--- src/rtl/router_ctrl_fsm.sv ---
// Packet-level control FSM of the 1x3 router: decodes the header address and sequences header/payload/parity loads.
// Moore machine; every output decodes from the state register alone. busy holds the source off while it cannot accept data.
module router_ctrl_fsm (
    input  logic       clock,
    input  logic       resetn,
    input  logic       pkt_valid,
    input  logic [1:0] data_in,
    input  logic       parity_done,
    input  logic       low_pkt_valid,
    input  logic       fifo_full,
    input  logic       fifo_empty_0,
    input  logic       fifo_empty_1,
    input  logic       fifo_empty_2,
    input  logic       soft_reset_0,
    input  logic       soft_reset_1,
    input  logic       soft_reset_2,
    output logic       detect_add,
    output logic       lfd_state,
    output logic       ld_state,
    output logic       laf_state,
    output logic       full_state,
    output logic       rst_int_reg,
    output logic       write_enb_reg,
    output logic       busy
);

    typedef enum logic [2:0] {
        DECODE_ADDRESS     = 3'd0,
        LOAD_FIRST_DATA    = 3'd1,
        LOAD_DATA          = 3'd2,
        FIFO_FULL_STATE    = 3'd3,
        LOAD_AFTER_FULL    = 3'd4,
        LOAD_PARITY        = 3'd5,
        CHECK_PARITY_ERROR = 3'd6,
        WAIT_TILL_EMPTY    = 3'd7
    } state_t;

    state_t     r_state;
    logic [1:0] r_addr;

    logic [2:0] w_empty;
    logic [2:0] w_soft;
    logic       w_sel_empty;
    logic       w_sel_soft;
    logic       w_hdr_ok;

    assign w_empty = {fifo_empty_2, fifo_empty_1, fifo_empty_0};
    assign w_soft  = {soft_reset_2, soft_reset_1, soft_reset_0};

    // Address 3 never reaches the latch, so r_addr always indexes a real port.
    assign w_sel_empty = w_empty[r_addr];
    assign w_sel_soft  = w_soft[r_addr];
    assign w_hdr_ok    = pkt_valid && (data_in != 2'd3);

    always_ff @(posedge clock) begin
        if (!resetn) begin
            r_state <= DECODE_ADDRESS;
            r_addr  <= 2'd0;
        end else begin
            if (r_state == DECODE_ADDRESS && w_hdr_ok)
                r_addr <= data_in;

            if (w_sel_soft) begin
                r_state <= DECODE_ADDRESS;
            end else begin
                case (r_state)
                    DECODE_ADDRESS: begin
                        if (w_hdr_ok)
                            r_state <= w_empty[data_in] ? LOAD_FIRST_DATA : WAIT_TILL_EMPTY;
                    end
                    WAIT_TILL_EMPTY: begin
                        if (w_sel_empty)
                            r_state <= LOAD_FIRST_DATA;
                    end
                    LOAD_FIRST_DATA: r_state <= LOAD_DATA;
                    LOAD_DATA: begin
                        if (fifo_full)
                            r_state <= FIFO_FULL_STATE;
                        else if (!pkt_valid)
                            r_state <= LOAD_PARITY;
                    end
                    FIFO_FULL_STATE: begin
                        if (!fifo_full)
                            r_state <= LOAD_AFTER_FULL;
                    end
                    LOAD_AFTER_FULL: begin
                        if (parity_done)
                            r_state <= DECODE_ADDRESS;
                        else if (low_pkt_valid)
                            r_state <= LOAD_PARITY;
                        else
                            r_state <= LOAD_DATA;
                    end
                    LOAD_PARITY: r_state <= CHECK_PARITY_ERROR;
                    CHECK_PARITY_ERROR: begin
                        r_state <= fifo_full ? FIFO_FULL_STATE : DECODE_ADDRESS;
                    end
                    default: r_state <= DECODE_ADDRESS;
                endcase
            end
        end
    end

    assign detect_add    = (r_state == DECODE_ADDRESS);
    assign lfd_state     = (r_state == LOAD_FIRST_DATA);
    assign ld_state      = (r_state == LOAD_DATA);
    assign laf_state     = (r_state == LOAD_AFTER_FULL);
    assign full_state    = (r_state == FIFO_FULL_STATE);
    assign rst_int_reg   = (r_state == CHECK_PARITY_ERROR);
    assign write_enb_reg = (r_state == LOAD_DATA) || (r_state == LOAD_PARITY) ||
                           (r_state == LOAD_AFTER_FULL);
    assign busy          = !((r_state == DECODE_ADDRESS) || (r_state == LOAD_DATA));

endmodule

--- config.mk ---
export PLATFORM = sky130hd
export DESIGN_NAME = router_ctrl_fsm
export DESIGN_NICKNAME = d
export VERILOG_FILES = /design/src/rtl/router_ctrl_fsm.sv
export SDC_FILE = /design/constraint.sdc
export NUM_CORES = 1
export LEC_CHECK = 0
export CORE_AREA = 2 2 39 41
export DETAILED_ROUTE_END_ITERATION = 8
export DIE_AREA = 0 0 41 43
export GPL_TIMING_DRIVEN = 0
export PLACE_DENSITY = 0.68
export SLEW_MARGIN = 30
export SYNTH_ARGS = -nofsm -noshare
export SYNTH_HDL_FRONTEND = slang
export SYNTH_SLANG_ARGS = --single-unit
--- constraint.sdc ---
create_clock -name clock -period 3 [get_ports clock]
set_clock_uncertainty 0.15 [all_clocks]
set_input_delay 0.6 -clock clock [delete_from_list [all_inputs] [get_ports clock]]
set_output_delay 0.6 -clock clock [all_outputs]
set_load 0.005 [all_outputs]
* Word level (Yosys, flattened, before mapping)
Index checks and enable logic that the tools add are counted.
** Storage, ports and cells
- ROM bits :: 0
- Output and inout bits :: 8
- Latch bits :: 0
- Input port bits :: 14
- Register bits after elaboration :: 5
- RAM bits :: 0
- Memories :: 0
** Cells by class
- Reductions and logical operators :: 9
- Magnitude comparators :: 2
- Divide/modulo/power cells :: 0
- Equality and inequality tests :: 12
- $mul :: 0
- Bitwise operators :: 1
- Muxes and demuxes :: 16
- Shift operators :: 0
- $add $sub $neg :: 0
** Operator list (count)
- $mux 3 :: 8
- $pmux 3 s8 :: 1
- $eq 3x3->1 const B :: 4
- $bmux 1 s2 :: 3
- $eq 3x2->1 const B :: 2
- $lt 2x3->1 const B :: 2
- $ne 2x2->1 const B :: 3
- $reduce_and 4->1 :: 1
- $eq 3x1->1 const B :: 1
- $logic_not 3->1 :: 1
- $logic_or 1x1->1 :: 3
- $mux 1 :: 3
- $ne 3x3->1 const B :: 1
- $logic_and 1x1->1 :: 2
- $mux 2 :: 1
- $ne 2x1->1 const B :: 1
- $reduce_or 2->1 :: 1
- $logic_not 1->1 :: 1
- $not 1->1 :: 1

* Longest topological paths before layout
Gate-level depths: netlist of run 1.
- Depth after elaboration :: 5
- Depth in mapped cells :: 5
- Mapped depth without buffers :: 5

* Least setup slack after synthesis of run 1
Ideal clock, no wire load.
- Kind :: register to output
- From :: reg r_state[0]
- To :: out lfd_state
- Data required time :: 2.250 ns
- Path slack :: 1.436 ns
- Path buffers :: 1
- Arrival time :: 0.814 ns
- Stages on the path, launching flop included :: 4
- Path through :: dfxtp_1 buf_2 inv_1 nor3_1
** On the way
- Cells in the longest elaborated chain, start to end :: 1
** Ends and longest elaborated chain
- from (decl) :: line 38 : state_t r_state;
- from (signal assigned) :: line 69 : r_state <= w_empty[data_in] ? LOAD_FIRST_DATA : WAIT_TILL_EMPTY;
- from (signal assigned) :: line 96 : r_state <= fifo_full ? FIFO_FULL_STATE : DECODE_ADDRESS;
- $eq 3x1->1 :: line 105 : assign lfd_state = (r_state == LOAD_FIRST_DATA);
- to (decl) :: line 18 : output logic lfd_state,
No other way between the ends.

* Final worst setup path of run 1
Ends and elaborated chain as after synthesis.

==> results of run 1 <==
[worst reg2reg max path, stage by stage (launching register included)]
cell       delay (ps)
dfxtp_1           410
nand2_1            90
o2111ai_2         160
o22ai_1           130
o311a_1           370
[kinds of logic (layout without fill, tap and decap cells)]
logic type             count (synthesis)  after routing
buffers and inverters                  5             30
AO/OA/AOI/OAI                         21             21
flip-flops                             5              5
multiplexers                           3              3
AND/OR/NAND/NOR                       25             25
[final cells by class]
cell class | instances | area (um^2) | area share (%)
clock buffer | 4 | 26.3 | 3.77
tap | 16 | 20.0 | 2.87
sequential | 5 | 100 | 14.4
inverter | 2 | 8.76 | 1.26
buffer | 3 | 15.0 | 2.15
multi-input combinational | 49 | 317 | 45.4
timing repair buffer | 21 | 210 | 30.2
[per-layer routing]
layer	GRT usage [%]	up-vias	wire length [um]
met5	0	-	0
met4	4.00	0	0
met3	6.28	0	95
met2	18.8	21	517
met1	18.5	221	510
li1	-	266	-
[sequential cells by signal, indices dropped and copies added, names as in the netlist]
| name | count |
|---|---|
| r_state | 3 |
| r_addr | 2 |
[power groups by stage]
stage / sequential (W) / combinational, W / clock, W
after floorplan: 0.0000814 / 0.0000727 / 0
after global placement: 0.0000839 / 0.000131 / 0
after detailed placement: 0.0000841 / 0.000131 / 0
after CTS: 0.0000830 / 0.000132 / 0.0000794
after global routing: 0.0000844 / 0.000144 / 0.0000848
final: 0.0000832 / 0.000131 / 0.0000756
[path summary, 6_finish.rpt]
check,slack [ps],endpoint,startpoint,depth (start not counted)
worst min register to register,480,r_addr[1]$_SDFFE_PN0P_,r_addr[1]$_SDFFE_PN0P_,1
worst max-delay path,600,lfd_state,r_state[0]$_SDFFE_PP0P_,4
worst min-delay path,480,r_addr[1]$_SDFFE_PN0P_,r_addr[1]$_SDFFE_PN0P_,1
worst max register to register,1570,r_state[2]$_SDFFE_PP0P_,r_addr[1]$_SDFFE_PN0P_,4
[through the flow]
step           cells  utilization [%]
6_report         100             50.4
5_1_grt          100             50.4
4_1_cts          100             50.4
3_5_place_dp      96             48.5
3_3_place_gp      96             48.5
2_1_floorplan     59                -
[layout by cell type, fill, tap and decap left out, drive strengths merged]
cell type      netlist  final
nor3                 1      1
buf                  3      3
o22ai                1      1
nand2                4      4
inv                  1      1
o21ai                6      6
dfxtp                5      5
a21o                 2      2
a21oi                3      3
o21a                 1      1
a31oi                1      1
clkdlybuf4s50        0     21
o311a                1      1
or2                  1      1
and3                 1      1
nor2b                2      2
clkbuf               0      4
or3                  1      1
mux2i                3      3
a21boi               1      1
nand2b               4      4
a22oi                1      1
o221a                2      2
clkinv               1      1
nand3b               2      2
a211oi               1      1
nor2                 8      8
nor3b                1      1
o2111ai              1      1
==> impl_metrics.toml, run 1 <==
[clock_network]
postCtsSetupRepairBufs = 0
clock_sink_count = 5
clock_path_buffers = 2
clk_latency_ps = 240
cts-resized-gates = 0
h-tree-depth = 1
cts_hold_buf = 0
clkTransAtPathRegs_ps = 40
cts_tree = "done"
cts_made_buffers = 3
root_buffer = "clkbuf_4"

[worst_setup_path]
cp_num_buf_inv = 3
critPathMaxFanout = 10
crit_required_ps = 2250
cp-end-kind = "output pin"
crit_chain = "buf_2 -> inv_1 -> nor3_1 -> clkdlybuf4s50_1"
critPathLaunchType = "flip-flop"
cp_slowest_cell = "clkdlybuf4s50_1"
arrival_ps = 1650
critPathTopFamily = "buffers and inverters"
slowest_delay_ps = 520
critical_path_class = "flip-flop to output pin"

[sta]
hold_ws_ps = 483
worst_slack_ps = 601
max_freq_mhz = 417
min_period_ps = 2400
timing.slew.headroom_pct = 83.6
finalSetupViolations = 0
hold_violations = 0
worstMarginPinSlew_ps = 246
slew_viol_final = 0
finalCritPeriodShare_pct = 80.0
tns_ps = 0
rsz0062_at_grt = "false"

[synth]
synth-simple-area-share_pct = 31.0
synth_common_cells = "8 x nor2_1, 5 x dfxtp_1, 5 x o21ai_0"
synth_cell_types = 29
ys_seq_area_share_pct = 22.7
async_flop_share_pct = 0
synth_ff_type = "dfxtp_1"
synth_most_common_cell = "nor2_1"
synthMuxAreaShare_pct = 6.82
synth.area.top_cells = "dfxtp_1 23%, mux2i_1 6.8%, nor2_1 6.8%"
synth_area_per_cell_um2 = 7.46
syn_nets = 73
synth_top_cell_area_share_pct = 22.7
synth-compound-area-share_pct = 34.1
synth_edf_count = 0
synth_top_family_by_area = "compound AO/OA/AOI/OAI gates"
yosys.area_share.adder_pct = 0
ys_ff_latch = 5
ys_warn_count = 0
syn_inst = 59
netlist_area_um2 = 440
yosys.area_share.xor_xnor_pct = 0
netlist.top_cell.by_area = "dfxtp_1"

[drt]
drc = 0
vias = 508
viasPerCell = 5.08
firstDrtPassIters = 4
wl_um = 1120
antenna_left = 0
first_iter_violations = 5
routedWlPerCell_um = 11.2

[pwr]
swShare_pct = 31.0
power_frac_comb_pct = 45.3
power_density_nw_per_um2 = 416
p_clk_share_pct = 26.0
intPower_w = 0.000200
ir_drop_mv = 0.200
p_sw_w = 0.0000900
p_leak_nw = 0.274
p_seq_share_pct = 28.7
power_w = 0.000290

[die]
die_area_um2 = 1760
die_h_um = 43
core_area_um2 = 1380
start_util_pct = 31.8
die_w_um = 41
rows = 14
io_pins = 22

[placed_design]
post_dp_cell_area_um2 = 671
port_buffers = 21
dp_slack_ps = 840
hpwlAfterDp_um = 855
gp_congestion = 0.812

[job]
cap_violations = 0

[layout]
area_delta_synth_final_pct = 58.2
drive_above_1_share_pct = 15.5
design_area_um2 = 697
fill_cells = 144
final_nets = 99
antenna-diode-count = 0

[global_route]
gr-usage-all-layers_pct = 13.6
grt_max_degree = 11
grt-ovfl-total = 0
grt_pass1_wl_um = 1670
antenna_found_initial = 0
grt_pass1_vias = 431

[min_path]
hold_class = "flip-flop to flip-flop"

[status]
outcome = "complete, no violations"
(Power assumes the default switching activity.)
==> inputs of run 2 (changes only) <==
--- a/config.mk
+++ b/config.mk
@@ -9,7 +9,7 @@
 export DETAILED_ROUTE_END_ITERATION = 8
 export DIE_AREA = 0 0 41 43
 export GPL_TIMING_DRIVEN = 0
-export PLACE_DENSITY = 0.68
+export PLACE_DENSITY = 0.71
 export SLEW_MARGIN = 30
 export SYNTH_ARGS = -nofsm -noshare
 export SYNTH_HDL_FRONTEND = slang
==> constraint.sdc (replaced) <==
create_clock -name clock -period 1.97 [get_ports clock]
set_clock_uncertainty 0.15 [all_clocks]
set_input_delay 0.394 -clock clock [delete_from_list [all_inputs] [get_ports clock]]
set_output_delay 0.394 -clock clock [all_outputs]
set_load 0.005 [all_outputs]
==> run 2 against run 1 <==
  * Via count increased by 3.5%
  * Hold slack better by 7.4 ps
  * Die area did not move
  * Register-to-register slack got worse by 1000 ps
  * Routed wire length up 11%
  * Non-clock buffer count grew 3
  * Combinational power is 62% higher
  * Critical path type unchanged
  * Largest power group unchanged
==> impl_metrics.toml, run 2 (synthesis gave the netlist of run 1 again) <==
[status]
outcome = "complete, no violations"

[drt]
vias = 526
wl_um = 1250
first_iter_violations = 4
antenna_left = 0
viasPerCell = 5.11
routedWlPerCell_um = 12.1
firstDrtPassIters = 3
drc = 0

[global_route]
antenna_found_initial = 0
grt_pass1_vias = 485
grt_max_degree = 11
gr-usage-all-layers_pct = 16.8
grt_pass1_wl_um = 1960
grt-ovfl-total = 0

[layout]
final_nets = 102
fill_cells = 144
ff_latch_area_um2 = 104
multi_input_area_um2 = 324
drive_above_1_share_pct = 24.1
area_delta_synth_final_pct = 69.3
antenna-diode-count = 0
largest_register_ffs = 3
top_register = "r_state"
fin_util_pct = 53.9
most-common-layout-cells = "13 x clkdlybuf4s50_1, 8 x nor2_1, 6 x dlygate4sd2_1"
final_cell_count_no_fill = 103
reg_top3 = "r_state: 3 flops, r_addr: 2 flops"
final_common_cell = "clkdlybuf4s50_1"

[die]
core_area_um2 = 1380
die_area_um2 = 1760
die_w_um = 41
rows = 14
die_h_um = 43
start_util_pct = 31.8
io_pins = 22

[pwr]
power_w = 0.000461
p_leak_nw = 0.352
ir_drop_mv = 0.298
power_density_nw_per_um2 = 618

[worst_setup_path]
worstReg2RegStart = "r_addr[1]$_SDFFE_PN0P_"
regToRegEndpoint = "r_state[2]$_SDFFE_PP0P_"
critical_path_class = "flip-flop to output pin"
r2r_cells = 4
cp-end-kind = "output pin"
crit_required_ps = 1430
critPathLaunchType = "flip-flop"
arrival_ps = 1390
critPathMaxFanout = 6
r2r_setup_slack_ps = 550

[placed_design]
hpwlAfterDp_um = 868
gp_congestion = 0.835
port_buffers = 21
dp_slack_ps = 27.1
dp.cells = 96

[clock_network]
clkTransAtPathRegs_ps = 40
clk_latency_ps = 250
clock_sink_count = 5
root_buffer = "clkbuf_4"
cts_made_buffers = 3
clock_path_buffers = 2
h-tree-depth = 1
cts_tree = "done"

[sta]
hold_ws_ps = 490
slew_viol_final = 0
timing.slew.headroom_pct = 83.2
finalCritPeriodShare_pct = 98.4
worstMarginPinSlew_ps = 250
min_period_ps = 1940
max_freq_mhz = 516
rsz0062_at_grt = "true"
hold_violations = 0
worst_slack_ps = 31.8
finalSetupViolations = 0

[job]
cap_violations = 0

[min_path]
hold_end = "r_addr[0]$_SDFFE_PN0P_"
hold_path_depth = 1
hold_start = "r_addr[0]$_SDFFE_PN0P_"
hold_class = "flip-flop to flip-flop"
==> run 2: changes by cell type in the layout (fill, tap and decap cells not counted) <==
| cell | change |
|---|---|
| dfxtp_1 | -3 |
| buf_4 | +4 |
| nand2b_1 | -1 |
| dfxtp_2 | +3 |
| nand2b_4 | +1 |
| dlymetal6s2s_1 | +2 |
| dlygate4sd2_1 | +6 |
| inv_1 | -1 |
| clkdlybuf4s50_1 | -8 |
| buf_2 | -3 |
| inv_4 | +1 |
| buf_6 | +2 |
==> run 2: how the worst max path moves through the flow <==
| stage | start | endpoint |
|---|---|---|
| global placement | r_state[0]$_SDFFE_PP0P_ | lfd_state |
| global route | r_state[0]$_SDFFE_PP0P_ | busy |
| detailed placement | r_state[0]$_SDFFE_PP0P_ | lfd_state |
| finish | r_state[0]$_SDFFE_PP0P_ | busy |
| floorplan | r_state[0]$_SDFFE_PP0P_ | lfd_state |
| CTS | r_state[0]$_SDFFE_PP0P_ | full_state |
==> run 2: final cells by class <==
cell class | count | area share, %
Timing Repair Buffer | 24 | 30.9
Buffer | 3 | 4.03
Sequential cell | 5 | 13.9
Inverter | 2 | 1.51
Tap cell | 16 | 2.68
Clock buffer | 4 | 3.52
Multi-Input combinational cell | 49 | 43.5
==> run 2: worst max-delay path, stage by stage (launching register included) <==
cell	delay, ps
dfxtp_2	330
buf_6	130
buf_4	140
or2_2	280
dlygate4sd2_1	260
==> run 2: metrics by stage <==
| step | TNS (ps) | cell area (um^2) |
|---|---|---|
| after global placement | 0 | 671 |
| after CTS | 0 | 732 |
| after floorplan | 0 | 440 |
| after detailed placement | 0 | 671 |
| after global routing | -11.8 | 746 |
| final | 0 | 746 |
==> run 2: metal layers <==
| layer | GRT usage, % | up-vias | share of wire, % |
|---|---|---|---|
| met3 | 6.28 | 5 | 7.7 |
| met4 | 8.00 | 0 | 2.0 |
| met5 | 0 | - | 0 |
| li1 | - | 271 | - |
| met1 | 17.9 | 230 | 40 |
| met2 | 27.2 | 20 | 50 |
==> run 2: timing repair <==
action | in CTS | in global routing
hold buffers | 0 | 0
setup buffers | 2 | 1
gates resized for setup | 16 | 3
endpoints found under the setup margin | 8 | 2
==> run 2: power by group <==
part | internal, W | switching, W | leakage, nW
Combinational | 0.000120 | 0.0000918 | 0.295
Clock | 0.0000766 | 0.0000429 | 0.0150
Sequential | 0.000115 | 0.0000144 | 0.0422
